## config.mk

```make
export PLATFORM = sky130hd
export DESIGN_NAME = pc_fetch_ctrl
export DESIGN_NICKNAME = d
export VERILOG_FILES = /design/src/rtl/pc_fetch_ctrl.sv
export SDC_FILE = /design/constraint.sdc
export NUM_CORES = 1
export LEC_CHECK = 0
export CAP_MARGIN = 20
export CORE_MARGIN = 2
export CORE_UTILIZATION = 47
export CTS_CLUSTER_SIZE = 40
export DETAILED_ROUTE_END_ITERATION = 8
export PLACE_DENSITY = 0.82
export SYNTH_ARGS = -nofsm -noshare
export SYNTH_HDL_FRONTEND = slang
export SYNTH_SLANG_ARGS = --single-unit
```

## constraint.sdc

```tcl
create_clock -name clk -period 7.7 [get_ports clk]
set_input_delay 1.54 -clock clk [delete_from_list [all_inputs] [get_ports clk]]
set_output_delay 1.54 -clock clk [all_outputs]
set_load 0.01 [all_outputs]
```

## src/rtl/pc_fetch_ctrl.sv

```systemverilog
// Fetch front end: owns the PC, runs the single-outstanding imem handshake,
// inserts NOP bubbles while memory is slow and squashes stale responses after redirects.
module pc_fetch_ctrl #(
  parameter logic [31:0] RESET_VECTOR = 32'h0000_0000,
  parameter logic [31:0] NOP_WORD     = 32'h0000_0013
) (
  input  logic        clk,
  input  logic        resetn,
  input  logic        StallF,
  input  logic        PCSrcE,
  input  logic [31:0] PCTargetE,
  output logic        imem_valid,
  output logic [31:0] imem_addr,
  input  logic        imem_ready,
  input  logic [31:0] imem_rdata,
  output logic [31:0] PCF,
  output logic [31:0] Instr,
  output logic        FetchBusy
);

  typedef enum logic [1:0] {
    BOOT,
    FETCH,
    HOLD,
    DRAIN
  } state_t;

  state_t      state_q, state_d;
  logic [31:0] pc_d;
  logic        hold_vld, hold_vld_d;
  logic [31:0] hold_reg, drain_addr;
  logic        load_hold, load_drain;
  logic [31:0] target_aligned;
  logic [31:0] pc_plus4;

  assign target_aligned = PCTargetE & 32'hFFFF_FFFC;
  assign pc_plus4       = PCF + 32'd4;

  // NOTE: state registers use non-blocking assignments so every flop samples
  // pre-edge values; blocking here would create order-dependent simulation races.
  always_ff @(posedge clk or negedge resetn) begin
    if (!resetn) begin
      state_q  <= BOOT;
      PCF      <= RESET_VECTOR;
      hold_vld <= 1'b0;
    end else begin
      state_q  <= state_d;
      PCF      <= pc_d;
      hold_vld <= hold_vld_d;
    end
  end

  // NOTE: pure data registers are left unreset; they are only read while the
  // state that loaded them is active, so a reset network would buy nothing.
  always_ff @(posedge clk) begin
    if (load_hold)  hold_reg   <= imem_rdata;
    if (load_drain) drain_addr <= PCF;
  end

  // NOTE: every output of this block gets a default first, so no path can
  // leave a variable unassigned and infer a latch.
  always_comb begin
    state_d    = state_q;
    pc_d       = PCF;
    hold_vld_d = hold_vld;
    load_hold  = 1'b0;
    load_drain = 1'b0;
    imem_valid = 1'b0;
    imem_addr  = PCF;
    Instr      = NOP_WORD;
    FetchBusy  = 1'b1;

    unique case (state_q)
      BOOT: begin
        state_d = FETCH;
        if (PCSrcE) pc_d = target_aligned;
      end

      FETCH: begin
        imem_valid = 1'b1;
        if (PCSrcE) begin
          // Redirect wins; an unanswered request must be drained before reissuing.
          pc_d = target_aligned;
          if (!imem_ready) begin
            load_drain = 1'b1;
            state_d    = DRAIN;
          end
        end else if (imem_ready) begin
          Instr     = imem_rdata;
          FetchBusy = 1'b0;
          if (StallF) begin
            load_hold  = 1'b1;
            hold_vld_d = 1'b1;
            state_d    = HOLD;
          end else begin
            pc_d = pc_plus4;
          end
        end
      end

      HOLD: begin
        Instr     = hold_vld ? hold_reg : NOP_WORD;
        FetchBusy = !hold_vld;
        if (PCSrcE) begin
          pc_d       = target_aligned;
          hold_vld_d = 1'b0;
          state_d    = FETCH;
        end else if (!StallF) begin
          pc_d       = pc_plus4;
          hold_vld_d = 1'b0;
          state_d    = FETCH;
        end
      end

      DRAIN: begin
        // Keep the abandoned request stable until memory answers it, then drop the data.
        imem_valid = 1'b1;
        imem_addr  = drain_addr;
        if (PCSrcE)     pc_d    = target_aligned;
        if (imem_ready) state_d = FETCH;
      end

      default: state_d = BOOT;
    endcase
  end

endmodule

```

## Word-level counts from Yosys, hierarchy flattened

Cells that the tools add are included.

| word-level totals | value |
|---|---|
| register bits | 99 |
| latch bits | 0 |
| memory bits (writable) | 0 |
| bits in read-only memories | 0 |
| bits of input ports | 69 |
| word-level logic and storage cells | 61 |
| memories kept | 0 |

| operators by class | value |
|---|---|
| add/sub/neg operators | 1 |
| multiply operators | 0 |
| divide/modulo/power cells | 0 |
| order comparisons | 0 |
| equality and inequality tests | 12 |
| shift operators | 0 |
| mux-type cells | 35 |
| bitwise gates (word level) | 0 |
| reduce and logical (&&, ||, !) cells | 8 |

Operators with widths:

| operator | number |
|---|---|
| $mux 32 | 9 |
| $pmux 32 s3 | 1 |
| $pmux 32 s2 | 1 |
| $add 32x3->32 const B | 1 |
| $mux 1 | 14 |
| $mux 2 | 7 |
| $ne 3x3->1 const B | 4 |
| $reduce_and 5->1 | 2 |
| $ne 2x2->1 const B | 4 |
| $pmux 2 s4 | 1 |
| $eq 2x2->1 const B | 2 |
| $pmux 1 s2 | 2 |
| $reduce_or 2->1 | 2 |
| $eq 2x1->1 const B | 1 |
| $logic_not 2->1 | 1 |
| $ne 2x1->1 const B | 1 |
| $reduce_and 2->1 | 1 |
| $reduce_bool 2->1 | 1 |
| $logic_not 1->1 | 1 |

## Longest topological paths before layout

| logic depth | value |
|---|---|
| depth after elaboration | 5 |
| gate-level depth with buffers | 9 |
| gate-level depth less buffers | 7 |

## Worst setup path after synthesis

Ideal clock, no wire load.

| timing | value |
|---|---|
| kind | input to output |
| start | input port PCSrcE |
| end | output port Instr[11] |
| data arrival time | 2,894 ps |
| data required time | 6,160 ps |
| path slack | 3,266 ps |
| stages on the path | 7 |
| buffers on the path | 3 |
| cell sequence | clkbuf_1 inv_1 and3_1 clkbuf_1 buf_1 a22oi_1 nor2_1 |

| on the way | value |
|---|---|
| longest elaborated chain between the ends | 2 |

Ends and longest elaborated chain:

| element | line | RTL |
|---|---|---|
| start, declared | 10 | `input logic PCSrcE,` |
| $mux 32 | 81 | `if (PCSrcE) begin` |
| $pmux 32 s2 | 73 | `unique case (state_q)` |
| end, declared | 17 | `output logic [31:0] Instr,` |

Every way passes these cells.

## Final worst setup path

| timing | value |
|---|---|
| start | input port PCSrcE |
| end | output port Instr[13] |

The elaborated chain is that of the path after synthesis.

==> metrics.yaml <==
status: "finished, final reports clean"
syn_to_final_growth_pct: 37.62
met1_usage: 0.3117
hold_class: "reg2reg"
crit_slowest_cell: "and3_1"
timing.final.max_slew_violations: 0
drt_iter0_drc: 348
post-place-ws_ns: 1.687
clock_path_buffers: 2
r2r_cells: 7
design_area_um2: 6741
hold_violations: 0
portBuffers: 160
tns_ns: 0
grtUsageTotal: 0.2289
finalWirelength_mm: 12.92
whs_ns: 0.5605
initial_core_util: 0.4788
slew_headroom: 0.3317
dp.cells: 715
p_per_area_nw_per_um2: 325.6
ir_drop_mv: 0.1994
dr_total_vias: 4221
critical-path-max-stage-delay_ns: 0.92
die_w_um: 106.1
cp-start-kind: "primary input"
yosysWarnings: 0
grt_pass1_vias: 4001
placed_area_um2: 6513
finalSetupViolations: 0
die-area_um2: 11260
viasPerCell: 5.751
ctsHoldBuffers: 0
largest_reg_flops: 32
critical_path_class: "in2out"
yosysSeqAreaShare: 0.5487
rrSetupSlack_ns: 4.99
cp-end-kind: "output pin"
grt_busiest_layer: "met2"
hp-start: "PCF[31]$_DFFE_PN0P_"
layout.nets: 666
overflow: 0
worstPathRequired_ns: 6.16
clkTransAtPathRegs_ns: 0.10
ctsResizeCount: 0
fin_skew_ns: 0.01029
synth_area_um2: 4898
synth_edf_count: 62
whs_path_depth: 0
grt_pass1_wl_mm: 20.59
yosys.cell_types.count: 51
finalNonFillerCells: 734
n_antenna_cell: 0
crit_buf_inv: 4
timing.critical_path.fanout_max: 29
period_share: 0.7825
dr.pass1.iters: 7
grt_max_degree: 35
use_met3: 0.04476
drc: 0
fmax_ghz: 0.1660
rsz0062_at_grt: "no"
hold_path_end: "drain_addr[31]$_DFFE_PP_"
tightest_slew_ns: 1.002
place_hpwl_mm: 9.003
post_drt_wl_per_cell_um: 17.60
p_leak_nw: 2.389
clockRootBuffer: "clkbuf_8"
syn_avg_cell_area_um2: 10.91
clk_latency_ns: 0.37
cts_tree: "done"
place.gp.congestion: 0.8528
layout_setup_ws_ns: 1.675
r2r_end: "PCF[31]$_DFFE_PN0P_"
ios: 167
cts.sinks: 95
crit_start: "PCSrcE"
postRouteAntennaNets: 0
antenna_found_initial: 0
synth-seq-cells: 95
arrival_ns: 4.49
cts_htree_levels: 3
coreArea_um2: 10230
crit_path_frequent_cell: "clkdlybuf4s50_1"
met2_usage: 0.3714
cts_buffers: 9
min_period_ns: 6.025
synth_ff_type: "edfxtp_1"
r2r_start: "state_q[1]$_DFFE_PN0P_"
timing.max_cap.violations: 0
final_layout_size_suffix_gt1_frac: 0.1120
die_y_um: 106.1
synth-async-reset-ratio: 0.3474
syn_inst: 449
crit_family: "buffers and inverters"
post_cts_buffers: 0
rows: 37
path_cells: "clkdlybuf4s50_1 -> buf_4 -> inv_1 -> and3_1 -> a22oi_1 -> nor2_1 -> clkdlybuf4s50_1"
[cell families after synthesis]
family	Yosys count	share of synthesized area
mux	32	0.07331
xor+xnor	2	0.003577
simple gates	155	0.1586
fa+ha+maj	4	0.01022
compound gates	116	0.1563
buf+inv	44	0.04853
other cells	1	0.0007655
flops	95	0.5487
[cells in the mapped netlist (2+ instances only)]
master | n | share of area
dfrtp_1 | 33 | 0.17
a211oi_1 | 4 | 0.0061
nand4_1 | 10 | 0.013
a21o_1 | 3 | 0.0046
ha_1 | 4 | 0.010
and4_1 | 6 | 0.011
a22oi_1 | 32 | 0.049
clkbuf_8 | 2 | 0.0056
nand2_1 | 29 | 0.022
o211ai_1 | 2 | 0.0031
nor4_1 | 4 | 0.0051
inv_1 | 7 | 0.0054
and3_1 | 5 | 0.0064
buf_6 | 3 | 0.0069
and2_1 | 5 | 0.0064
a211o_1 | 3 | 0.0054
a2bb2oi_1 | 3 | 0.0054
nor2_1 | 61 | 0.047
o22ai_1 | 9 | 0.011
clkbuf_1 | 22 | 0.017
buf_1 | 3 | 0.0023
a32oi_1 | 2 | 0.0036
edfxtp_1 | 62 | 0.38
o21ai_0 | 16 | 0.016
nor3_1 | 11 | 0.011
mux2_2 | 31 | 0.071
or3_1 | 4 | 0.0051
a31oi_1 | 5 | 0.0064
xnor2_1 | 2 | 0.0036
nand3_1 | 10 | 0.010
or2_2 | 3 | 0.0038
o22a_1 | 2 | 0.0036
a21oi_1 | 28 | 0.029
buf_4 | 6 | 0.0092
[where the power goes]
group | internal (mW) | total [mW] | switching (mW)
logic | 0.584 | 1.10 | 0.512
clock network | 0.118 | 0.294 | 0.176
registers | 0.658 | 0.805 | 0.147
[cell usage in the layout, fill, tap and decap left out, types with 11 or more instances in the layout]
cell             Yosys  final
nand2_1             29     29
o21ai_0             16     16
nor3_1              11     11
clkdlybuf4s50_1      0    160
edfxtp_1            62     62
a21oi_1             28     28
mux2_2              31     31
a22oi_1             32     32
dfrtp_1             33     33
nor2_1              61     58
[layer usage]
layer  vias up  part of all wire
met3        19             0.090
met1      2000              0.43
met5         -                 0
met2       224              0.47
li1       1978                 -
met4         0             0.017
[cell type report]
class,count,area (µm²)
inverter,7,26.28
clock inverter,7,47.55
sequential,95,2688
fill,810,3490
multi-input combinational,313,1997
clock buffer,9,123.9
tap,136,170.2
timing repair buffer,167,1689
[through the flow]
stage          power (mW)  utilization
2_1_floorplan       1.365            -
3_3_place_gp        1.839       0.6365
3_5_place_dp        1.874       0.6365
4_1_cts             2.173       0.6533
5_1_grt             2.323       0.6589
6_report            2.195       0.6589
[how the worst max path moves through the flow]
| stage | end | slack, ns | depth (start not counted) |
|---|---|---|---|
| detailed placement | Instr[13] | 1.69 | 7 |
| floorplan | Instr[11] | 3.27 | 7 |
| global route | Instr[13] | 1.43 | 7 |
| CTS | Instr[13] | 1.67 | 7 |
| finish | Instr[13] | 1.67 | 7 |
| global placement | Instr[5] | 1.74 | 7 |
No activity file was read; power rests on OpenSTA's default activity.
